--- src/rtl/seq_pkg.sv ---
// Shared opcode encodings and FSM state type for the program sequencer.
package seq_pkg;

    localparam logic [3:0] OP_HLT  = 4'hA;
    localparam logic [3:0] OP_RET  = 4'hB;
    localparam logic [3:0] OP_JMP  = 4'hC;
    localparam logic [3:0] OP_JZ   = 4'hD;
    localparam logic [3:0] OP_JC   = 4'hE;
    localparam logic [3:0] OP_CALL = 4'hF;

    localparam int INS_W = 13;

    typedef enum logic [1:0] {
        ST_IDLE  = 2'd0,
        ST_FETCH = 2'd1,
        ST_EXEC  = 2'd2,
        ST_HALT  = 2'd3
    } seq_state_t;

endpackage

--- src/rtl/return_stack.sv ---
// LIFO of return addresses for CALL/RET; push and pop are never requested together.
module return_stack #(
    parameter int DEPTH = 4,
    parameter int WIDTH = 6
) (
    input  logic             clk,
    input  logic             nReset,
    input  logic             push,
    input  logic             pop,
    input  logic [WIDTH-1:0] din,
    output logic [WIDTH-1:0] dout,
    output logic             full,
    output logic             empty
);

    localparam int PW = $clog2(DEPTH);

    // One extra count bit distinguishes full from empty; DEPTH is a power of two.
    logic [PW:0]      cnt_q;
    logic [WIDTH-1:0] mem_q [DEPTH];
    logic [PW-1:0]    top_idx;

    assign top_idx = cnt_q[PW-1:0] - PW'(1);
    assign dout    = mem_q[top_idx];
    assign full    = cnt_q[PW];
    assign empty   = (cnt_q == '0);

    always_ff @(posedge clk or negedge nReset) begin
        if (!nReset) begin
            cnt_q <= '0;
            for (int i = 0; i < DEPTH; i++) begin
                mem_q[i] <= '0;
            end
        end else if (push && !full) begin
            mem_q[cnt_q[PW-1:0]] <= din;
            cnt_q                <= cnt_q + (PW+1)'(1);
        end else if (pop && !empty) begin
            cnt_q <= cnt_q - (PW+1)'(1);
        end
    end

endmodule

--- src/rtl/program_sequencer.sv ---
// Fetch/execute controller: owns the program counter and instruction register,
// resolves control flow through a hardware return stack, and qualifies datapath writes.
module program_sequencer
    import seq_pkg::*;
#(
    parameter int ADDR_W      = 6,
    parameter int STACK_DEPTH = 4
) (
    input  logic              clk,
    input  logic              nReset,
    input  logic [INS_W-1:0]  Ins,
    input  logic              AccuZero,
    input  logic              Carry,
    input  logic              run,
    input  logic              step_req,
    output logic [ADDR_W-1:0] Addr,
    output logic [INS_W-1:0]  IR,
    output logic              ExecEn,
    output logic              step_ack,
    output logic              Halted,
    output logic              StackErr,
    output seq_state_t        dbg_state_o
);

    seq_state_t        state_q, state_d;
    logic [ADDR_W-1:0] pc_q, pc_d;
    logic [INS_W-1:0]  ir_q, ir_d;
    logic              step_q, step_d;
    logic              err_q, err_d;

    logic [3:0]        opcode;
    logic [ADDR_W-1:0] target;
    logic [ADDR_W-1:0] pc_inc;
    logic              halt_now;

    logic              stk_push, stk_pop;
    logic [ADDR_W-1:0] stk_dout;
    logic              stk_full, stk_empty;

    assign opcode = ir_q[12:9];
    assign target = ir_q[ADDR_W-1:0];
    assign pc_inc = pc_q + ADDR_W'(1);

    return_stack #(
        .DEPTH (STACK_DEPTH),
        .WIDTH (ADDR_W)
    ) u_stack (
        .clk    (clk),
        .nReset (nReset),
        .push   (stk_push),
        .pop    (stk_pop),
        .din    (pc_inc),
        .dout   (stk_dout),
        .full   (stk_full),
        .empty  (stk_empty)
    );

    always_ff @(posedge clk or negedge nReset) begin
        if (!nReset) begin
            state_q <= ST_IDLE;
            pc_q    <= '0;
            ir_q    <= '0;
            step_q  <= 1'b0;
            err_q   <= 1'b0;
        end else begin
            state_q <= state_d;
            pc_q    <= pc_d;
            ir_q    <= ir_d;
            step_q  <= step_d;
            err_q   <= err_d;
        end
    end

    // Step handshake: step_req is a one-cycle request honoured only in IDLE (never queued);
    // step_ack answers it with a one-cycle pulse in the EXEC cycle of the stepped instruction.
    always_comb begin
        state_d  = state_q;
        pc_d     = pc_q;
        ir_d     = ir_q;
        step_d   = step_q;
        err_d    = err_q;
        halt_now = 1'b0;
        stk_push = 1'b0;
        stk_pop  = 1'b0;
        step_ack = 1'b0;

        case (state_q)
            ST_IDLE: begin
                if (run) begin
                    state_d = ST_FETCH;
                end else if (step_req) begin
                    state_d = ST_FETCH;
                    step_d  = 1'b1;
                end
            end
            ST_FETCH: begin
                ir_d    = Ins;
                state_d = ST_EXEC;
            end
            ST_EXEC: begin
                case (opcode)
                    OP_JMP: pc_d = target;
                    OP_JZ:  pc_d = AccuZero ? target : pc_inc;
                    OP_JC:  pc_d = Carry ? target : pc_inc;
                    OP_CALL: begin
                        if (stk_full) begin
                            err_d    = 1'b1;
                            halt_now = 1'b1;
                        end else begin
                            stk_push = 1'b1;
                            pc_d     = target;
                        end
                    end
                    OP_RET: begin
                        if (stk_empty) begin
                            err_d    = 1'b1;
                            halt_now = 1'b1;
                        end else begin
                            stk_pop = 1'b1;
                            pc_d    = stk_dout;
                        end
                    end
                    OP_HLT:  halt_now = 1'b1;
                    default: pc_d = pc_inc;
                endcase

                if (step_q) begin
                    step_ack = 1'b1;
                    step_d   = 1'b0;
                end

                if (halt_now) begin
                    state_d = ST_HALT;
                end else if (step_q) begin
                    state_d = ST_IDLE;
                end else if (run) begin
                    state_d = ST_FETCH;
                end else begin
                    state_d = ST_IDLE;
                end
            end
            ST_HALT: begin
                state_d = ST_HALT;
            end
            default: begin
                state_d = ST_IDLE;
            end
        endcase
    end

    // Derived straight from the state register so a reset mid-EXEC drops it immediately.
    assign ExecEn      = (state_q == ST_EXEC);
    assign Halted      = (state_q == ST_HALT);
    assign Addr        = pc_q;
    assign IR          = ir_q;
    assign StackErr    = err_q;
    assign dbg_state_o = state_q;

endmodule
--- config.mk ---
export PLATFORM = sky130hd
export DESIGN_NAME = program_sequencer
export DESIGN_NICKNAME = d
export VERILOG_FILES = /design/src/rtl/seq_pkg.sv /design/src/rtl/return_stack.sv /design/src/rtl/program_sequencer.sv
export SDC_FILE = /design/constraint.sdc
export NUM_CORES = 1
export LEC_CHECK = 0
export ABC_AREA = 1
export BUFFER_PORTS_ARGS = -buffer_cell sky130_fd_sc_hd__buf_4
export CELL_PAD_IN_SITES_DETAIL_PLACEMENT = 2
export CELL_PAD_IN_SITES_GLOBAL_PLACEMENT = 2
export CORE_UTILIZATION = 30
export CTS_BUF_LIST = sky130_fd_sc_hd__clkbuf_16
export DETAILED_ROUTE_END_ITERATION = 16
export PLACE_DENSITY = 0.76
export SETUP_SLACK_MARGIN = 0.3
export SLEW_MARGIN = 20
export SYNTH_ARGS = -nofsm -noshare
export SYNTH_HDL_FRONTEND = slang
export SYNTH_SLANG_ARGS = --single-unit
--- constraint.sdc ---
create_clock -name clk -period 5.5 [get_ports clk]
set_clock_uncertainty 0.15 [all_clocks]
set_input_delay 0.55 -clock clk [delete_from_list [all_inputs] [get_ports clk]]
set_output_delay 0.55 -clock clk [all_outputs]
set_load 0.1 [all_outputs]
Yosys cells after proc, flatten, opt, wreduce, memory -nomap -nowiden
Cells that the tools add are included.
- register bits after elaboration: 50
- bits in latches: 0
- RAM bits: 0
- bits in read-only memories: 0
- bits of input ports: 19
- output and inout port bits: 25
- memories: 0
- add/subtract/negate cells: 4
- multiply operators: 0
- div/mod/pow operators: 0
- order comparisons: 3
- equal/unequal tests: 16
- shift-type cells: 0
- multiplexer cells: 37
- bitwise operators: 3
- reductions and logical operators: 13
- operators with widths (cell ; count):
    two-way mux 6 bit ; 7
    case mux 6 bit (6 select lines) ; 1
    bitwise mux 24 bit ; 1
    equality test 4 bit (second input constant) ; 6
    two-way mux 1 bit ; 17
    binary-select mux 6 bit (select 2 bit) ; 1
    demux 6 bit (select 2 bit) ; 1
    inequality test 2 bit (second input constant) ; 4
    case mux 2 bit (4 select lines) ; 1
    AND reduction 4 bit ; 2
    adder 6 x 1 -> 6 bit (second input constant) ; 1
    >= comparator 3 bit (second input constant) ; 2
    two-way mux 2 bit ; 3
    two-way mux 3 bit ; 2
    NOT 2 -> 3 bit ; 2
    nonzero test 2 bit ; 3
    equality test 2 bit (second input constant) ; 2
    inequality test 2 x 1 -> 1 bit (second input constant) ; 2
    case mux 1 bit (2 select lines) ; 2
    adder 3 x 1 -> 3 bit (second input constant) ; 1
    logical AND 1 bit ; 3
    logical NOT 3 bit ; 1
    less-than comparator 3 x 1 -> 1 bit (second input constant) ; 1
    inequality test 3 bit (second input constant) ; 1
    8 further kinds ; 9

Logic depth before layout (Yosys ltp)
Gate-level depths: netlist of the first run.
- word-level depth: 7
- gate-level depth with buffers: 11
- gate-level depth less buffers: 11

By module
From an unflattened synthesis of the first run, not the netlist that was laid out.
- cell total of the unflattened synthesis: 337
- area total of the unflattened synthesis: 2633.8 µm²
- by module, submodules not included (module ; times used ; cells each ; area each (µm²)):
    return_stack ; 1 ; 148 ; 1320.0
    program_sequencer ; 1 ; 189 ; 1313.8

Worst setup path before layout of the first run
No wires, ideal clock.
- path kind: register -> output
- from: reg state_q[1], in the netlist dbg_state_o[1]
- to: out step_ack
- data arrival time: 3117 ps
- required time: 4800 ps
- setup slack: 1683 ps
- cell stages (with the launch flop): 5
- buffers on the path: 0
- cell sequence: dfrtp_1 inv_2 nor2_4 inv_1 nor2_1
- cells in the longest elaborated chain, start to end: 2
- ends and longest elaborated chain (what ; RTL line ; text):
    start, declared ; program_sequencer.sv:25 ; seq_state_t state_q, state_d;
    start signal, assigned ; program_sequencer.sv:66 ; state_q <= state_d;
    equality test 2 bit ; n/a ;
    net ExecEn ; program_sequencer.sv:18 ; output logic ExecEn,
    two-way mux 1 bit ; program_sequencer.sv:87 ; case (state_q)
    end, declared ; program_sequencer.sv:19 ; output logic step_ack,
The timed path passes the listed nets, and every way through them passes these cells.

Worst setup path in the final report of the first run
- from: reg u_stack.cnt_q[0]
- to: reg pc_q[1], in the netlist Addr[1]
- cells in the longest elaborated chain, start to end: 7
- elaborated cells between the ends (all ways): 10
- ends and longest elaborated chain (what ; RTL line ; text):
    start, declared ; return_stack.sv:19 ; logic [PW:0] cnt_q;
    start signal, assigned ; return_stack.sv:36 ; cnt_q <= cnt_q + (PW+1)'(1);
    start signal, assigned ; return_stack.sv:38 ; cnt_q <= cnt_q - (PW+1)'(1);
    subtractor 2 x 1 -> 2 bit ; return_stack.sv:23 ; assign top_idx = cnt_q[PW-1:0] - PW'(1);
    NOT 2 -> 3 bit (implied by the code) ; return_stack.sv:24 ; assign dout = mem_q[top_idx];
    binary-select mux 6 bit (select 2 bit) ; return_stack.sv:24 ;
    two-way mux 6 bit (implied by the code) (2 in a row) ; return_stack.sv:24 ;
    two-way mux 6 bit ; program_sequencer.sv:115 ; if (stk_empty) begin
    case mux 6 bit (6 select lines) ; program_sequencer.sv:101 ; case (opcode)
    end signal, assigned ; program_sequencer.sv:67 ; pc_q <= pc_d;
    end, declared ; program_sequencer.sv:26 ; logic [ADDR_W-1:0] pc_q, pc_d;
Several ways; a longest one is shown, not always the timed one. The select of a mux whose other input is x is not followed.
A chain may end at the register's enable or synchronous reset.

==> results by group, run 1 <==
Clocking
  • Max Buffers Root-to-Sink: 2
  • Clk_lat worst skew: 0.29 ns
  • CTS tree: yes
  • Clock Pin Slew Worst Setup and Hold Paths: 0.06 ns
  • H-Tree Level Count: 2
  • CTS root buf: clkbuf_16
  • Cts hold-fix bufs: 0
  • CTS buffer count: 5
  • # Post-CTS Setup Buffers: 0
  • Post_cts resized: 0
  • CTS Sinks: 50

Detailed routing
  • Vias/cell: 4.79
  • DRC viols: 0
  • Pre-Repair DR Iteration Count: 4
  • DR iter-0 viols: 74
  • Final wirelength: 9390 um
  • Vias: 2653
  • Detail Route Antenna Nets: 0
  • Routed len/inst: 16.9 um

Synthesis
  • Seq cells post-synth: 50
  • Syn Area/Cell: 7.65 um2
  • Count of different cell masters after synthesis: 31
  • Synthesis Warnings: 0
  • Top cells by count, synth: nand2_1 (128), dfrtp_1 (50), nor2_1 (45)
  • Post-synth ARST share: 100%
  • Register area share after synthesis: 43.2%
  • Synth Cell Area: 2900 um2
  • Synth area leaders: dfrtp_1 (43%), nand2_1 (17%), nor2_1 (5.8%)
  • EDFF count, synth: 0
  • Area share of the largest cell type after synthesis: 43.2%
  • Yosys top cell by area: dfrtp_1
  • Syn Nets: 404
  • Mapped Cells: 379
  • Top FF cell, synth: dfrtp_1
  • Count leader, synth: nand2_1

Critical path
  • CP arrival: 2.55 ns
  • Slowest CP cell: dfrtp_1
  • Worst-path cell chain: inv_1, ha_1, inv_1, nand3_1, o21ai_0, a21oi_1, nand2_1, nand2_1, nand2_1
  • CP max stage delay: 0.72 ns
  • CP Max Fanout: 18
  • Family with the most delay on the worst path: flip-flops
  • CP dominant cell by count: nand2_1
  • Critical Path RT: 5.53 ns
  • Worst setup SP type: flip-flop
  • Worst path bufs/invs: 2
  • Crit. End Element: flip-flop
  • Crit path kind: flip-flop to flip-flop

Timing
  • Slew HR: 54.4%
  • Pins Over Slew Limit: 0
  • Final setup fails: 0
  • Fin. Hold Viols: 0
  • Fmax achieved: 397 MHz
  • Final period util: 45.8%
  • Tightest Pin Transition: 0.682 ns
  • Post-layout min period: 2.52 ns
  • RSZ-0062 raised after global routing: no
  • Setup tns final: 0 ns

Finish
  • Filler cells: 1114
  • Area Growth Syn to Fin: 20.6%
  • Multi-input logic area: 1470 um2
  • # diodes: 0
  • FF+latch area: 1250 um2
  • Share of cells above drive strength 1: 18.4%
  • Final #Nets: 449
  • Core Util, Final: 37.6%
  • Post-layout instance area: 3490 um2

Outcome
  • Status: finished clean

GRT
  • GRT met1 Usage: 25.5%
  • Vias in the first global route: 2991
  • First-pass GRT wire length: 15600 um
  • Routing usage on met3: 3.27%
  • Most Crowded Layer GR: met2
  • Met2 Usage GRT: 37.1%
  • Gr ovfl total: 0
  • Antenna violations before repair: 0
  • Total GRT Usage: 20.6%
  • Pin count of the biggest net entering global routing: 51

Place
  • Total placed instance area: 3360 um2
  • GP Congestion: 0.911
  • Placed wire-length estimate: 7190 um
  • IO buf count: 43

Floorplan
  • Placeable Area: 9280 um2
  • Die area: 10100 um2
  • Die H: 100 um
  • Chip width: 100 um
  • Initial Util: 31.2%
  • I/O Pins: 44
  • Row cnt: 35

Min path
  • Worst hold path class: primary input to asynchronous set/reset pin

Job
  • Total of max-cap violations: 0
area by class of cell:
cell class                 instances  area share, %
inverter                          41           4.48
clock inverter                     3          0.358
tap                              129           4.62
sequential                        50           35.8
clock buffer                       5           3.58
timing repair buffer              43           9.24
multi-input combinational        283           41.9
sequential cells by signal, indices dropped and copies added, names as in the netlist:
signal	flops
Addr	6
IR	13
StackErr	1
dbg_state_o	2
step_q	1
u_stack.cnt_q	3
u_stack.mem_q	24
worst reg2reg max path, stage by stage (launching register included):
cell     delay, ns
dfrtp_1       0.72
inv_1         0.36
ha_1          0.49
inv_1         0.14
nand3_1       0.10
o21ai_0       0.12
a21oi_1       0.15
nand2_1       0.07
nand2_1       0.07
nand2_1       0.05
placed cells by master, fill, tap and decap left out, types with 8 or more instances in the layout:
cell type / n
a21oi_1: 11
mux2_2: 8
inv_1: 40
dfrtp_1: 50
nand3_1: 30
buf_4: 43
nor2_1: 45
nand2_1: 128
o21ai_0: 14
metal layers:
layer	share of wire [%]	vias up
li1	-	1292
met1	45	1316
met2	52	35
met3	2.3	10
met4	1.3	0
met5	0	-
metrics by stage:
step / hold WS (ns) / instances / setup WS, ns
6_report: 0.158 / 554 / 2.98
5_1_grt: 0.210 / 554 / 2.67
4_1_cts: 0.182 / 554 / 2.98
3_5_place_dp: 0.326 / 546 / 3.02
3_3_place_gp: 0.312 / 546 / 3.10
2_1_floorplan: 0.104 / 379 / 1.68
kinds of logic after synthesis:
logic type                 Yosys count  synth area share (%)
DFF                                 50                  43.2
xor gates and xnor gates             2                 0.605
muxes                                8                  3.11
buffers and inverters               46                  6.26
AOI/OAI and AO/OA                   43                  8.72
and+or+nand+nor                    224                  35.3
adders and majority gates            6                  2.85
path summary, 6_finish.rpt:
path	startpoint	end	depth (start not counted)	slack (ns)
max in group asynchronous	nReset	IR[1]	1	4.60
worst max register to register	u_stack.cnt_q[0]	Addr[1]	9	2.98
worst min register to register	StackErr	StackErr	2	0.33
worst max-delay path	u_stack.cnt_q[0]	Addr[1]	9	2.98
worst min-delay path	nReset	u_stack.mem_q[4]	1	0.16
min in group clk	StackErr	StackErr	2	0.33
Power of run 1 is not shown: default switching activity piles up to over one toggle a cycle in this logic, so the estimate is an artifact.
==> run 2, diff against run 1 <==
Settings changed: CORE_UTILIZATION 30 to 29, PLACE_DENSITY 0.76 to 0.77.
Clock period 5.5 ns to 2.29 ns, I/O delays scaled along.
==> results by group, run 2 (same netlist as run 1, synthesis figures left out) <==
Floorplan
  • Row cnt: 36
  • Initial Util: 29.8%
  • Chip width: 102 um
  • Placeable Area: 9730 um2
  • Die area: 10400 um2
  • Die H: 102 um
  • I/O Pins: 44

Clocking
  • CTS Sinks: 50
  • H-Tree Level Count: 2
  • CTS root buf: clkbuf_16
  • Clk_lat worst skew: 0.30 ns
  • CTS tree: yes
  • Clock Pin Slew Worst Setup and Hold Paths: 0.08 ns
  • CTS buffer count: 5
  • Max Buffers Root-to-Sink: 2

Critical path
  • Slowest CP cell: dfrtp_4
  • R2r startpoint: Addr[0]
  • Worst setup SP type: flip-flop
  • Crit. End Element: output port
  • Critical Path RT: 1.91 ns
  • CP dominant cell by count: nor2_4
  • R2R Setup Slk: 0.48 ns
  • CP arrival: 1.50 ns
  • Cell count of the worst reg-to-reg path: 9
  • Reg2reg end: Addr[1]
  • Crit path kind: flip-flop to output port
  • Worst-path cell chain: inv_4, nor2_4, inv_1, nor2_4, buf_6
  • CP Max Fanout: 8
  • CP max stage delay: 0.45 ns

GRT
  • Vias in the first global route: 3015
  • Antenna violations before repair: 0
  • Most Crowded Layer GR: met2
  • Met2 Usage GRT: 34.6%
  • Pin count of the biggest net entering global routing: 51
  • Routing usage on met3: 3.28%
  • Gr ovfl total: 0
  • GRT met1 Usage: 24.9%
  • First-pass GRT wire length: 15500 um
  • Total GRT Usage: 19.6%

Min path
  • Hold path depth: 2
  • Hold endpoint: IR[0]
  • Hold path start: Ins[0]
  • Worst hold path class: primary input to flip-flop

Finish
  • Number of flip-flops in the largest register: 24
  • Post-layout instance area: 3610 um2
  • Area Growth Syn to Fin: 24.7%
  • Commonest cells after routing, fill and taps aside: nand2_1 (128), buf_4 (46), nor2_1 (43), dfrtp_1 (40), inv_1 (38)
  • Final #Nets: 454
  • Post-route insts no fill: 563
  • Share of cells above drive strength 1: 23.3%
  • Core Util, Final: 37.1%
  • Leading cell type in the layout, fill and taps excluded: nand2_1
  • # diodes: 0
  • Most flop-heavy register: u_stack.mem_q

Timing
  • Post-layout min period: 1.87 ns
  • Final setup fails: 0
  • RSZ-0062 raised after global routing: no
  • Hold_ws: 0.00770 ns
  • Pins Over Slew Limit: 0
  • Final period util: 81.9%
  • Fin. Hold Viols: 0
  • Fmax achieved: 533 MHz
  • Tightest Pin Transition: 0.695 ns
  • Slew HR: 53.7%

Outcome
  • Status: finished clean

Detailed routing
  • Final wirelength: 9350 um
  • DRC viols: 0
  • Vias: 2705
  • Routed len/inst: 16.6 um
  • Pre-Repair DR Iteration Count: 4
  • Vias/cell: 4.80
  • DR iter-0 viols: 123
  • Detail Route Antenna Nets: 0

Place
  • IO buf count: 43
  • Total placed instance area: 3420 um2
  • GP Congestion: 0.765
  • Placed Instances: 554
  • Placed wire-length estimate: 7060 um

Job
  • Total of max-cap violations: 0
-- run 2: changes by cell type in the layout (fill, tap and decap cells not counted), sizes merged --
cell and delta:
clkinv -2, bufinv +1, clkinvlp +2, buf +4, dlygate4sd3 +1, inv -1
-- run 2: critical path, delay by kind of cell, from the launching register on --
kind | cells | cell delay, ns
AND/OR/NAND/NOR | 2 | 0.34
buffers and inverters | 3 | 0.40
flip-flops | 1 | 0.45
-- run 2: layer usage --
layer,vias to the layer above,routed length [um]
li1,1301,-
met1,1351,4250
met2,40,4720
met3,13,235
met4,0,148
met5,-,0
-- run 2: repair_timing --
action / in CTS / in global routing
setup buffers: 0 / 0
endpoints found under the setup margin: 1 / 6
resized for setup: 1 / 5
hold buffers: 1 / 0
hold endpoints to repair: 50 / 0
-- run 2: area by class of cell --
type | count | area, um2
clock buffers | 5 | 125
fillers | 1160 | 6120
clock inverters | 3 | 45.0
repair buffers | 48 | 367
inverters | 41 | 161
multi-input cells | 283 | 1480
well taps | 133 | 166
flip-flops and latches | 50 | 1270
-- run 2: how the worst max path moves through the flow --
stage,from,end,slack [ns],cells after the start
2_1_floorplan,dbg_state_o[1],u_stack.cnt_q[1],-0.28,6
3_3_place_gp,u_stack.cnt_q[1],Addr[3],0.41,10
3_5_place_dp,u_stack.cnt_q[1],Addr[4],0.29,10
4_1_cts,dbg_state_o[1],step_ack,0.33,5
5_1_grt,u_stack.cnt_q[1],Addr[3],0.31,10
6_report,dbg_state_o[1],step_ack,0.42,5
-- run 2: stage by stage --
| step | TNS [ns] | setup slack, ns |
|---|---|---|
| finish | 0 | 0.415 |
| global route | 0 | 0.311 |
| global placement | 0 | 0.408 |
| CTS | 0 | 0.333 |
| detailed placement | 0 | 0.293 |
| floorplan | -0.560 | -0.275 |
Power of run 2 is left out for the same reason.
